## config.mk

```make
export PLATFORM = sky130hd
export DESIGN_NAME = decode_control_stage
export DESIGN_NICKNAME = d
export VERILOG_FILES = /design/src/rtl/decode_control_stage_pkg.sv /design/src/rtl/decode_control_stage_control_decoder.sv /design/src/rtl/decode_control_stage.sv
export SDC_FILE = /design/constraint.sdc
export NUM_CORES = 1
export LEC_CHECK = 0
export ABC_AREA = 1
export BUFFER_PORTS_ARGS = -buffer_cell sky130_fd_sc_hd__buf_2
export CORE_AREA = 2 2 149 151
export CTS_CLUSTER_SIZE = 14
export DETAILED_ROUTE_END_ITERATION = 12
export DIE_AREA = 0 0 151 153
export HOLD_SLACK_MARGIN = 0.15
export SLEW_MARGIN = 20
export SYNTH_ARGS = -nofsm -noshare
export SYNTH_HDL_FRONTEND = slang
export SYNTH_SLANG_ARGS = --single-unit
```

## constraint.sdc

```tcl
create_clock -name clock -period 1.5 [get_ports clock]
set_input_delay 0.075 -clock clock [delete_from_list [all_inputs] [get_ports clock]]
set_output_delay 0.075 -clock clock [all_outputs]
set_load 0.005 [all_outputs]
```

## src/rtl/decode_control_stage_pkg.sv

```systemverilog
// Shared encodings for the BRISC-V decode/execute boundary: opcodes, ALU
// operation codes, select encodings and the bundled control word.
package decode_control_stage_pkg;

  localparam logic [6:0] OP_R      = 7'b0110011;
  localparam logic [6:0] OP_I      = 7'b0010011;
  localparam logic [6:0] OP_LOAD   = 7'b0000011;
  localparam logic [6:0] OP_STORE  = 7'b0100011;
  localparam logic [6:0] OP_BRANCH = 7'b1100011;
  localparam logic [6:0] OP_JAL    = 7'b1101111;
  localparam logic [6:0] OP_JALR   = 7'b1100111;
  localparam logic [6:0] OP_LUI    = 7'b0110111;
  localparam logic [6:0] OP_AUIPC  = 7'b0010111;

  localparam logic [2:0] ALU_R      = 3'b000;
  localparam logic [2:0] ALU_I      = 3'b001;
  localparam logic [2:0] ALU_BRANCH = 3'b010;
  localparam logic [2:0] ALU_JAL    = 3'b011;
  localparam logic [2:0] ALU_LOAD   = 3'b100;
  localparam logic [2:0] ALU_STORE  = 3'b101;
  localparam logic [2:0] ALU_UPPER  = 3'b110;
  localparam logic [2:0] ALU_JALR   = 3'b111;

  localparam logic [1:0] NPC_PC4    = 2'b00;
  localparam logic [1:0] NPC_BRANCH = 2'b01;
  localparam logic [1:0] NPC_JAL    = 2'b10;
  localparam logic [1:0] NPC_JALR   = 2'b11;

  localparam logic [1:0] OPA_RS1  = 2'b00;
  localparam logic [1:0] OPA_PC   = 2'b01;
  localparam logic [1:0] OPA_PC4  = 2'b10;
  localparam logic [1:0] OPA_ZERO = 2'b11;

  localparam logic [1:0] EXT_I = 2'b00;
  localparam logic [1:0] EXT_S = 2'b01;
  localparam logic [1:0] EXT_U = 2'b10;

  typedef struct packed {
    logic       branch_op;
    logic       mem_read;
    logic       memto_reg;
    logic       mem_write;
    logic       operand_b_sel;
    logic       reg_write;
    logic [2:0] alu_op;
    logic [1:0] next_pc_sel;
    logic [1:0] operand_a_sel;
    logic [1:0] extend_sel;
  } ctrl_t;

endpackage

```

## src/rtl/decode_control_stage_control_decoder.sv

```systemverilog
// Purely combinational RV32I opcode-to-control decode; unknown opcodes
// decode to an all-zero control word (NOP, no trap).
module decode_control_stage_control_decoder
  import decode_control_stage_pkg::*;
(
  input  logic [6:0] opcode,
  output ctrl_t      ctrl
);

  always_comb begin
    ctrl = '0;
    case (opcode)
      OP_R: begin
        ctrl.alu_op    = ALU_R;
        ctrl.reg_write = 1'b1;
      end
      OP_I: begin
        ctrl.alu_op        = ALU_I;
        ctrl.operand_b_sel = 1'b1;
        ctrl.reg_write     = 1'b1;
      end
      OP_LOAD: begin
        ctrl.alu_op        = ALU_LOAD;
        ctrl.mem_read      = 1'b1;
        ctrl.memto_reg     = 1'b1;
        ctrl.operand_b_sel = 1'b1;
        ctrl.reg_write     = 1'b1;
      end
      OP_STORE: begin
        ctrl.alu_op        = ALU_STORE;
        ctrl.mem_write     = 1'b1;
        ctrl.operand_b_sel = 1'b1;
        ctrl.extend_sel    = EXT_S;
      end
      OP_BRANCH: begin
        ctrl.alu_op      = ALU_BRANCH;
        ctrl.branch_op   = 1'b1;
        ctrl.next_pc_sel = NPC_BRANCH;
      end
      OP_JAL: begin
        ctrl.alu_op        = ALU_JAL;
        ctrl.operand_a_sel = OPA_PC4;
        ctrl.next_pc_sel   = NPC_JAL;
        ctrl.reg_write     = 1'b1;
      end
      OP_JALR: begin
        ctrl.alu_op        = ALU_JALR;
        ctrl.operand_a_sel = OPA_PC4;
        ctrl.next_pc_sel   = NPC_JALR;
        ctrl.reg_write     = 1'b1;
      end
      OP_LUI: begin
        ctrl.alu_op        = ALU_UPPER;
        ctrl.operand_a_sel = OPA_ZERO;
        ctrl.operand_b_sel = 1'b1;
        ctrl.extend_sel    = EXT_U;
        ctrl.reg_write     = 1'b1;
      end
      OP_AUIPC: begin
        ctrl.alu_op        = ALU_UPPER;
        ctrl.operand_a_sel = OPA_PC;
        ctrl.operand_b_sel = 1'b1;
        ctrl.extend_sel    = EXT_U;
        ctrl.reg_write     = 1'b1;
      end
      default: ctrl = '0;
    endcase
  end

endmodule

```

## src/rtl/decode_control_stage.sv

```systemverilog
// Decode/execute boundary: decodes control from the opcode and holds the
// ID/EX pipeline register with reset > flush > stall > capture priority.
module decode_control_stage
  import decode_control_stage_pkg::*;
#(
  parameter int CORE         = 0,
  parameter int DATA_WIDTH   = 32,
  parameter int ADDRESS_BITS = 20
) (
  input  logic                    clock,
  input  logic                    reset,
  input  logic                    stall,
  input  logic                    flush,
  input  logic [6:0]              opcode,
  input  logic [2:0]              funct3,
  input  logic [6:0]              funct7,
  input  logic [DATA_WIDTH-1:0]   rs1_data,
  input  logic [DATA_WIDTH-1:0]   rs2_data,
  input  logic [4:0]              rd,
  input  logic [DATA_WIDTH-1:0]   extend_imm,
  input  logic [ADDRESS_BITS-1:0] branch_target,
  input  logic [ADDRESS_BITS-1:0] JAL_target,
  input  logic [ADDRESS_BITS-1:0] inst_PC,
  output logic [1:0]              extend_sel,
  output logic [DATA_WIDTH-1:0]   reg_rs1_data,
  output logic [DATA_WIDTH-1:0]   reg_rs2_data,
  output logic [DATA_WIDTH-1:0]   reg_extend_imm,
  output logic [4:0]              reg_rd,
  output logic [6:0]              reg_opcode,
  output logic [6:0]              reg_funct7,
  output logic [2:0]              reg_funct3,
  output logic [ADDRESS_BITS-1:0] reg_branch_target,
  output logic [ADDRESS_BITS-1:0] reg_JAL_target,
  output logic [ADDRESS_BITS-1:0] reg_inst_PC,
  output logic                    reg_branch_op,
  output logic                    reg_memRead,
  output logic                    reg_memtoReg,
  output logic                    reg_memWrite,
  output logic                    reg_operand_B_sel,
  output logic                    reg_regWrite,
  output logic [2:0]              reg_ALUOp,
  output logic [1:0]              reg_next_PC_sel,
  output logic [1:0]              reg_operand_A_sel,
  output logic [1:0]              reg_extend_sel
);

  typedef struct packed {
    logic [DATA_WIDTH-1:0]   rs1_data;
    logic [DATA_WIDTH-1:0]   rs2_data;
    logic [DATA_WIDTH-1:0]   extend_imm;
    logic [4:0]              rd;
    logic [6:0]              opcode;
    logic [6:0]              funct7;
    logic [2:0]              funct3;
    logic [ADDRESS_BITS-1:0] branch_target;
    logic [ADDRESS_BITS-1:0] jal_target;
    logic [ADDRESS_BITS-1:0] inst_pc;
  } idex_data_t;

  ctrl_t      ctrl;
  ctrl_t      ctrl_d, ctrl_q;
  idex_data_t data_d, data_q;

  // The core index only tags the instance; it never alters behaviour.
  logic core_unused;
  assign core_unused = (CORE != 0);

  decode_control_stage_control_decoder u_control_decoder (
    .opcode (opcode),
    .ctrl   (ctrl)
  );

  assign extend_sel = ctrl.extend_sel;

  always_comb begin
    ctrl_d = ctrl_q;
    data_d = data_q;
    if (flush) begin
      ctrl_d = '0;
      data_d = '0;
    end else if (!stall) begin
      ctrl_d               = ctrl;
      data_d.rs1_data      = rs1_data;
      data_d.rs2_data      = rs2_data;
      data_d.extend_imm    = extend_imm;
      data_d.rd            = rd;
      data_d.opcode        = opcode;
      data_d.funct7        = funct7;
      data_d.funct3        = funct3;
      data_d.branch_target = branch_target;
      data_d.jal_target    = JAL_target;
      data_d.inst_pc       = inst_PC;
    end
  end

  // ID/EX stage boundary
  always_ff @(posedge clock) begin
    if (reset) begin
      ctrl_q <= '0;
      data_q <= '0;
    end else begin
      ctrl_q <= ctrl_d;
      data_q <= data_d;
    end
  end

  assign reg_rs1_data      = data_q.rs1_data;
  assign reg_rs2_data      = data_q.rs2_data;
  assign reg_extend_imm    = data_q.extend_imm;
  assign reg_rd            = data_q.rd;
  assign reg_opcode        = data_q.opcode;
  assign reg_funct7        = data_q.funct7;
  assign reg_funct3        = data_q.funct3;
  assign reg_branch_target = data_q.branch_target;
  assign reg_JAL_target    = data_q.jal_target;
  assign reg_inst_PC       = data_q.inst_pc;

  assign reg_branch_op     = ctrl_q.branch_op;
  assign reg_memRead       = ctrl_q.mem_read;
  assign reg_memtoReg      = ctrl_q.memto_reg;
  assign reg_memWrite      = ctrl_q.mem_write;
  assign reg_operand_B_sel = ctrl_q.operand_b_sel;
  assign reg_regWrite      = ctrl_q.reg_write;
  assign reg_ALUOp         = ctrl_q.alu_op;
  assign reg_next_PC_sel   = ctrl_q.next_pc_sel;
  assign reg_operand_A_sel = ctrl_q.operand_a_sel;
  assign reg_extend_sel    = ctrl_q.extend_sel;

endmodule

```

==> metrics, run 1 <==
# port buffers 376; DRT iter0 DRCs 262; FF-to-FF Start reg_opcode[2]$_SDFFE_PP0N_; Worst Skew 0 ns; Sink Count 191; CP max FO 4; Hold Fails Final Rpt 0; Congestion Overflow GR 0; Layout area overhead 61.1%; first-pass GRT wire length roughly 39000 um; FF-to-FF path depth 3; Slew @ Worst Pin 0.637 ns; FP Rows 54; H-Tree Depth 4; max cap viols 0; initial antenna violation count 0; GRT Util Overall 0.209; DRC 0; Max clock buf depth 2; FMAX 701 MHz; Worst Setup SP opcode[1]; TritonCTS Buffers 17; DR vias/cell between 4 and 5; Rel. slew slack 0.576; Synth Area in XOR/XNOR 0; leakage power 5.40 nW; Clk Latency, worst-skew pair 0.41 ns; Slew Limit Fails 0; Diodes inserted 0; worst path arrival time 1.35 ns; largest area contributor in the netlist dfxtp_1; critical path required time 1.42 ns; Area contributors post-synth dfxtp_1 51%, nand2_1 18%, a21oi_2 15%, a21oi_1 3.8%, buf_6 3.6%; Synth Area in Adders 0; reg-to-reg endpoint reg_opcode[2]$_SDFFE_PP0N_; min cycle time layout 1.43 ns; WL/cell 14.9 um; Tcrit/Tclk final 0.951; Cell Area, Placed 9410 um2; Pre-Repair DR Iteration Count 7; Placement Setup Slack 0.371 ns; largest family of logic cells by synthesized area simple AND/OR/NAND/NOR gates; register bit total from synthesis roughly 190; P per Cell Area approximately 960 nW/um2; WHS Path Cells 6; Filler cells 1932; nets 1591; setup_tns 0 ns; root buf cell clkbuf_16; CP endpoint kind output pin; simple-gate share of the synthesized area 0.206; Die X 151 um; reg-to-reg slack, setup 0.29 ns; multiplexer area fraction after synthesis 0; Die Ht ~150 um; syn nets around 1000; Yosys cell types 21; mapped cell area 7430 um2; CP Capture Point extend_sel[1]; Vias 7757; Multi-input gate area 3020 um2; count of final setup violators 0; Hold Crit Class in -> reg; post-synthesis sequential area ratio 0.515; Clock transition at path regs roughly 0.060 ns; outcome completed; crit path launch type input port; Synth Area in Compound Gates 0.201; CTS tree done; core area 21500 um2; RSZ-0062 raised after global routing no; Register Area between 3000 and 4000 um2; total wire length 25300 um; initial core utilization 0.346; fraction of layout cells with a size suffix above 1 0.403; largest net degree at the start of global routing between 100 and 150; Die ar. 23100 um2; syn_area_per_cell 8.59 um2; post-synth top area share 0.515; Peak VDD IR 0.622 mV; Ports 377; Post-DRT Antenna Nets 0; critical path class in -> out; Post-DP HPWL 15600 um; Gate Count Post-Synth between 800 and 900; number of global-route vias before repair a little under 8000; synth warn 0; final RePlAce weighted congestion ~0.8; final worst setup slack 0.0732 ns; Final Cell Area between 10000 and 15000 um2
sequential cells by signal (all words and copies together) (netlist names), 3 cells and up:
| name | count |
|---|---|
| reg_extend_imm | 32 |
| reg_rs1_data | 32 |
| reg_rs2_data | 32 |
| reg_JAL_target | 20 |
| reg_branch_target | 20 |
| reg_inst_PC | 20 |
| reg_funct7 | 7 |
| reg_opcode | 7 |
| reg_rd | 5 |
| reg_ALUOp | 3 |
| reg_funct3 | 3 |
stage by stage:
stage | cells | total power [mW] | hold slack, ns | util
2_1_floorplan | 865 | 6.05 | 0.215 | -
3_3_place_gp | 1475 | 6.55 | 0.324 | 0.438
3_5_place_dp | 1475 | 6.56 | 0.329 | 0.438
4_1_cts | 1702 | 11.6 | 0.154 | 0.557
5_1_grt | 1702 | 11.9 | 0.205 | 0.557
6_report | 1702 | 11.5 | 0.158 | 0.557
logic make-up (layout without fill, tap and decap cells):
group                  after synthesis  count (layout)
AO/OA/AOI/OAI                      200             200
AND/OR/NAND/NOR                    394             394
flip-flops                         191             191
buffers and inverters               80             637
Yosys cell counts (all sizes together):
library cell and instances:
buf 64, nor2 19, a21oi 185, nand2 371
a31oi 3, nand3 4, clkinv 1, o211ai 1
clkbuf 2, inv 13, o21ai 11, dfxtp 191
report_power, final:
group | internal, mW | switching, mW
clock network | 2.45 | 2.14
logic | 0.818 | 0.743
registers | 5.22 | 0.0764
how the worst min path moves through the flow:
stage / to / from / slack [ns]
after floorplan: reg_JAL_target[0]$_SDFFE_PP0N_ / JAL_target[0] / 0.22
after global placement: reg_branch_target[10]$_SDFFE_PP0N_ / branch_target[10] / 0.32
after global routing: reg_next_PC_sel[0]$_SDFFE_PP0N_ / stall / 0.21
after detailed placement: reg_JAL_target[9]$_SDFFE_PP0N_ / JAL_target[9] / 0.33
after CTS: reg_next_PC_sel[0]$_SDFFE_PP0N_ / stall / 0.15
final: reg_next_PC_sel[0]$_SDFFE_PP0N_ / stall / 0.16
placed cells by master, fill, tap and decap left out, types with 9 or more instances in the layout:
cell	count
buf_2	375
nand2_1	366
dlygate4sd3_1	195
dfxtp_1	191
a21oi_2	129
a21oi_1	56
clkbuf_16	17
nor2_1	15
o21ai_0	10
buf_4	10
inv_1	9
buf_12	9
critical path: stages:
cell and delay [ns]:
dlygate4sd3_1 0.52, buf_2 0.13, nand2_1 0.12, inv_1 0.12, nand2_2 0.10, nor2_4 0.13
buf_2 0.17
what timing repair did:
| item | in CTS | in global routing |
|---|---|---|
| setup endpoints to repair | 0 | 2 |
| hold buffers | 195 | 1 |
| endpoints found under the hold margin | 191 | 7 |
| gates resized for setup | 0 | 1 |
| buffers inserted | 0 | 0 |
cell type report:
class / count / area share
repair buffers: 591 / 0.343
flip-flops and latches: 191 / 0.320
multi-input cells: 594 / 0.253
clock buffers: 19 / 0.0379
well taps: 280 / 0.0293
clock inverters: 13 / 0.0121
inverters: 14 / 0.00544
per-layer routing:
metal | wire length, um | vias to the layer above | GRT usage
met3 | 2120 | 53 | 0.0663
met4 | 875 | 0 | 0.0899
met5 | 0 | - | 0
li1 | - | 3847 | -
met2 | 12000 | 299 | 0.360
met1 | 10300 | 3558 | 0.235
Power figures use the tool's default switching activity.
==> run 2, diff against run 1 <==
==> constraint.sdc (replaced) <==
create_clock -name clock -period 1.5 [get_ports clock]
set_input_delay 0.075 -clock clock [delete_from_list [all_inputs] [get_ports clock]]
set_output_delay 0.075 -clock clock [all_outputs]
set_load 0.05 [all_outputs]
==> run 2 against run 1 <==
Compared with the run above:
- critical path type is now in -> reg
- power rose by 3.3%
- maximum frequency fell by 4.0%
- hold slack got worse by 0.063 ns
- first-iteration DRC count rose by 24%
- setup slack got worse by 0.059 ns
==> metrics, run 2 (synthesis results as in run 1) <==
count of final setup violators 0 (unchanged); max cap viols 0 (unchanged); Slew @ Worst Pin 0.583 ns (-0.0538 ns); outcome completed; Clk Latency, worst-skew pair 0.42 ns (about the same); Post-CTS Setup Bufs 0 (unchanged); Peak VDD IR 0.669 mV (+7.6%); Cell Area, Placed 9440 um2 (+0.27%); nets 1621 (+1.9%); critical path class in -> reg; Clock transition at path regs 0.06 ns (about the same); worst path arrival time 1.81 ns (+0.46 ns); Placement Setup Slack 0.400 ns (+0.0294 ns); CP max FO 5 (+1); Die X 151 um (unchanged); setup_tns 0 ns (unchanged); Die Ht 153 um (unchanged); initial antenna violation count 2 (+2); H-Tree Depth 4 (unchanged); number of global-route vias before repair 7960 (+2.8%); Rel. slew slack 0.610 (+0.0346); total wire length 26700 um (+5.5%); Overall Power 11.8 mW (+3.3%); min cycle time layout 1.49 ns (+0.0592 ns); FF-to-FF path depth 3 (unchanged); Net Sw Power 3.55 mW (+20%); FMAX 673 MHz (-4.0%); Comb power frac 0.185 (+0.049); CTS tree done; leading cell types in the layout, fill and taps excluded 373 x buf_2, 366 x nand2_1, 224 x dlygate4sd3_1; fraction of layout cells with a size suffix above 1 0.396 (-0.00709); Die ar. 23100 um2 (unchanged); P per Cell Area 964 nW/um2 (+0.76%); WHS Path Cells 5 (-1); Congestion Overflow GR 0 (unchanged); reg-to-reg slack, setup 0.32 ns (+0.03 ns); Worst Skew 0 ns (unchanged); final RePlAce weighted congestion 0.807 (+2.4%); DR vias/cell 4.57 (+0.18%); Clock power frac 0.367 (-0.034); GRT Util Overall 0.223 (+0.0140); Vias 7908 (+1.9%); TritonCTS Buffers 17 (unchanged); Sink Count 191 (unchanged); FP Rows 54 (unchanged); FF-to-FF Start reg_opcode[6]$_SDFFE_PP0N_; final core occ 0.571 (+0.0143); Hold Crit Class in -> reg; Final Cell Area 12300 um2 (+2.6%); Post-DP HPWL 15900 um (+2.1%); WL met3 2160 um (+1.7%); root buf cell clkbuf_16; Slew Limit Fails 0 (unchanged); Pre-Repair DR Iteration Count 4 (-3); Tcrit/Tclk final 0.991 (+0.0395); core area 21500 um2 (unchanged); RSZ-0062 raised after global routing yes; # port buffers 376 (unchanged); Met1 Wirelength 10700 um (+3.6%); WL/cell 15.4 um (+3.7%); most common cell after layout, fill and taps aside buf_2; Hold EP reg_memtoReg$_SDFFE_PP0N_; Pint 8.28 mW (-2.4%); Max clock buf depth 2 (unchanged); Ports 377 (unchanged); Filler cells 1862 (-3.6%); reg-to-reg endpoint reg_opcode[6]$_SDFFE_PP0N_; crit path launch type input port; sw frac 0.300 (+0.0415); CP endpoint kind flip-flop; Post-DRT Antenna Nets 0 (unchanged); initial core utilization 0.346 (unchanged); Layout area overhead 65.2%; Seq pwr share 0.448 (-0.015); first-pass GRT wire length 40600 um (+5.4%); DRC 0 (unchanged); DRT iter0 DRCs 324 (+24%); met2 routed WL 13000 um (+8.0%); final worst setup slack 0.0140 ns (-0.0592 ns); Hold Fails Final Rpt 0 (unchanged); hold path start flush; largest net degree at the start of global routing 50 (-60%); leakage power 5.50 nW (+1.8%); top sig layer met4; critical path required time 1.82 ns (+0.40 ns)
## run 2: changes by cell type in the layout (fill, tap and decap cells not counted), sizes merged
cell         previous run  this run
diode                   0         2
inv                    19        20
dlygate4sd3           195       224
bufinv                  1         0
buf                   396       395
## run 2: cell type report
| cell class | count | area [um2] | area share |
|---|---|---|---|
| repair buffers | 621 | 4450 | 0.362 |
| clock buffers | 17 | 425 | 0.0347 |
| inverters | 14 | 65.1 | 0.00530 |
| flip-flops and latches | 191 | 3820 | 0.312 |
| diodes | 2 | 5.00 | 0.000408 |
| clock inverters | 13 | 128 | 0.0104 |
| well taps | 280 | 350 | 0.0285 |
| multi-input cells | 594 | 3030 | 0.247 |
## run 2: worst max path at each step
| stage | start | to | slack, ns | cells after the start |
|---|---|---|---|---|
| finish | opcode[5] | reg_next_PC_sel[0]$_SDFFE_PP0N_ | 0.01 | 9 |
| CTS | opcode[2] | extend_sel[1] | 0.004 | 7 |
| floorplan | reg_extend_sel[0]$_SDFFE_PP0N_ | reg_extend_sel[0] | 0.52 | 1 |
| detailed placement | stall | reg_rs1_data[28]$_SDFFE_PP0N_ | 0.40 | 5 |
| global route | opcode[5] | reg_next_PC_sel[0]$_SDFFE_PP0N_ | -0.04 | 9 |
| global placement | stall | reg_branch_target[18]$_SDFFE_PP0N_ | 0.42 | 5 |
## run 2: worst max-delay path, stage by stage
cell           delay [ns]
dlygate4sd3_1        0.55
buf_2                0.17
nand3_2              0.09
inv_2                0.06
a21oi_2              0.15
o21ai_1              0.07
dlygate4sd3_1        0.55
nand2_1              0.06
inv_1                0.03
## run 2: what timing repair did
item / in CTS / in global routing
resized for setup: 0 / 5
hold buffers: 227 / 1
setup endpoints to repair: 0 / 9
hold endpoints to repair: 189 / 5
## run 2: power groups by stage
| stage | registers [mW] | logic, mW | clock network (mW) |
|---|---|---|---|
| after floorplan | 5.96 | 0.622 | 0 |
| after global placement | 5.41 | 1.69 | 0 |
| after detailed placement | 5.41 | 1.69 | 0 |
| after CTS | 5.30 | 2.17 | 4.50 |
| after global routing | 5.32 | 2.33 | 4.71 |
| final | 5.30 | 2.19 | 4.35 |
## run 2: through the flow
| step | cells | hold WS (ns) |
|---|---|---|
| 2_1_floorplan | 865 | 0.215 |
| 3_3_place_gp | 1475 | 0.324 |
| 3_5_place_dp | 1475 | 0.330 |
| 4_1_cts | 1732 | 0.127 |
| 5_1_grt | 1731 | 0.162 |
| 6_report | 1732 | 0.0950 |
## run 2: layer usage
| layer | vias up | GRT usage |
|---|---|---|
| met5 | - | 0 |
| met4 | 0 | 0.0948 |
| met3 | 55 | 0.0725 |
| met2 | 298 | 0.393 |
| met1 | 3646 | 0.243 |
| li1 | 3909 | - |
==> run 3, diff against run 2 <==
--- a/config.mk
+++ b/config.mk
@@ -7,11 +7,12 @@
 export LEC_CHECK = 0
 export ABC_AREA = 1
 export BUFFER_PORTS_ARGS = -buffer_cell sky130_fd_sc_hd__buf_2
-export CORE_AREA = 2 2 149 151
+export CORE_AREA = 2 2 146 148
 export CTS_CLUSTER_SIZE = 14
 export DETAILED_ROUTE_END_ITERATION = 12
-export DIE_AREA = 0 0 151 153
+export DIE_AREA = 0 0 148 150
 export HOLD_SLACK_MARGIN = 0.15
+export PLACE_DENSITY = 0.66
 export SLEW_MARGIN = 20
 export SYNTH_ARGS = -nofsm -noshare
 export SYNTH_HDL_FRONTEND = slang
==> run 3 against run 2 <==
Compared with the run above:
- sequential cell count unchanged
- wire length is 4.2% lower
- clock skew unchanged
- power fell by 0.87%
- sequential share of layout area is 0.77 points higher
- die area fell by 3.9%
- largest cell class unchanged
==> metrics, run 3 (synthesis results as in run 1) <==
core area 20700 um2 (-3.7%); Max clock buf depth 2 (unchanged); critical path class in -> reg; fraction of layout cells with a size suffix above 1 0.397 (+0.00120); # port buffers 376 (unchanged); Post-DP HPWL 15500 um (-2.5%); Slowest-stage cell, CP dlygate4sd3_1; Ports 377 (unchanged); worst path arrival time 1.82 ns (about the same); Die ar. 22200 um2 (-3.9%); RSZ-0062 raised after global routing no; Pre-Repair DR Iteration Count 4 (unchanged); Worst Skew 0 ns (unchanged); setup_tns 0 ns (unchanged); sum of buffers and inverters on the critical path 4 (-1); initial antenna violation count 2 (unchanged); DRT iter0 DRCs 345 (+6.5%); Hold Crit Class in -> reg; GRT Util Overall 0.219 (-0.00375); Post-DRT Antenna Nets 0 (unchanged); count of final setup violators 0 (unchanged); initial core utilization 0.359 (+0.0133); Rel. slew slack 0.720 (+0.109); Slew @ Worst Pin 0.421 ns (-0.162 ns); CP max FO 3 (-2); Congestion Overflow GR 0 (unchanged); number of global-route vias before repair 7850 (-1.4%); total wire length 25600 um (-4.2%); nets 1597 (-1.5%); crit path launch type input port; min cycle time layout 1.47 ns (-0.0210 ns); first-pass GRT wire length 39000 um (-3.9%); Final Cell Area 12000 um2 (-2.4%); H-Tree Depth 4 (unchanged); CP Cell Sequence buf_2 > dlygate4sd3_1 > nor2_2 > nand2_2 > nor2_4 > inv_1 > dlygate4sd3_1 > a21oi_1; CTS tree done; FMAX 683 MHz (+1.4%); Clk Latency, worst-skew pair 0.41 ns (about the same); Clock transition at path regs 0.07 ns (about the same); critical path required time 1.85 ns (+0.03 ns); DRC 0 (unchanged); P per Cell Area 979 nW/um2 (+1.6%); DR vias/cell 4.62 (+1.2%); outcome completed; Slew Limit Fails 0 (unchanged); Die Ht 150 um (-2.0%); WL/cell 15.0 um (-2.7%); max cap viols 0 (unchanged); Hold Fails Final Rpt 0 (unchanged); most common cell after layout, fill and taps aside buf_2; Vias 7870 (-0.48%); Die X 148 um (-2.0%); cell mode on critical path dlygate4sd3_1; Peak VDD IR 0.626 mV (-6.4%); FP Rows 53 (-1.9%); root buf cell clkbuf_16; Layout area overhead 61.2%; fin cells 1704 (-1.6%); CP endpoint kind flip-flop; Crit path largest cell delay 0.58 ns (+0.03 ns); largest net degree at the start of global routing 94 (+88%); final RePlAce weighted congestion 0.796 (-1.4%); leakage power 5.42 nW (-1.3%); Tcrit/Tclk final 0.977 (-0.0140); Cell Area, Placed 9320 um2 (-1.2%); leading cell types in the layout, fill and taps excluded 373 x buf_2, 366 x nand2_1, 208 x dlygate4sd3_1; final core occ 0.579 (+0.00770); delay-heaviest family, CP buffers and inverters; placed cells 1462 (-0.88%); Overall Power 11.7 mW (-0.87%); TritonCTS Buffers 17 (unchanged); Sink Count 191 (unchanged)
## run 3: cell count changes in the layout (fill, tap and decap cells not counted), sizes merged
cell / previous run / this run
clkinvlp: 1 / 3
diode: 2 / 1
inv: 20 / 23
dlygate4sd3: 224 / 208
clkinv: 6 / 2
buf: 395 / 388
## run 3: worst paths after layout
check	start	endpoint	slack, ns	cells past startpoint
worst max register to register	reg_extend_sel[0]$_SDFFE_PP0N_	reg_extend_sel[0]$_SDFFE_PP0N_	0.14	3
worst min-delay path	opcode[6]	reg_operand_B_sel$_SDFFE_PP0N_	0.12	6
worst min register to register	reg_JAL_target[7]$_SDFFE_PP0N_	reg_JAL_target[7]$_SDFFE_PP0N_	0.46	2
worst max-delay path	opcode[2]	reg_extend_sel[0]$_SDFFE_PP0N_	0.03	8
## run 3: worst min-delay path: stages
cell and delay, ns:
buf_2 0.11, inv_2 0.05, o211ai_1 0.09, nor2_1 0.04
nor2_1 0.08, nor2_1 0.04
## run 3: per-layer routing
metal / wire length, um / vias up / track usage
met1: 10100 / 3596 / 0.240
li1: - / 3853 / -
met2: 12200 / 350 / 0.382
met5: 11 / - / 0
met4: 1110 / 2 / 0.115
met3: 2140 / 69 / 0.0668
## run 3: power breakdown
group / internal (mW) / leakage, nW / switching [mW] / total [mW]
Clock: 2.19 / 0.266 / 2.14 / 4.33
Combinational: 0.811 / 3.60 / 1.28 / 2.09
Sequential: 5.22 / 1.56 / 0.0785 / 5.30
## run 3: layout make-up
type	count	area [um2]
diodes	1	2.50
clock buffers	18	429
clock inverters	14	121
fillers	1774	8710
inverters	14	67.6
multi-input cells	594	3030
flip-flops and latches	191	3820
well taps	275	344
repair buffers	597	4160
## run 3: metrics by stage
stage               setup slack (ns)  hold WS, ns
global placement               0.337        0.325
CTS                           0.0193        0.107
detailed placement             0.334        0.330
global route                 0.00183        0.175
floorplan                      0.516        0.215
finish                        0.0350        0.116
## run 3: repair_timing
action | CTS | global route
endpoints found under the setup margin | 0 | 5
resized for setup | 0 | 6
hold buffers | 209 | 0
setup buffers | 0 | 1
endpoints found under the hold margin | 191 | 0
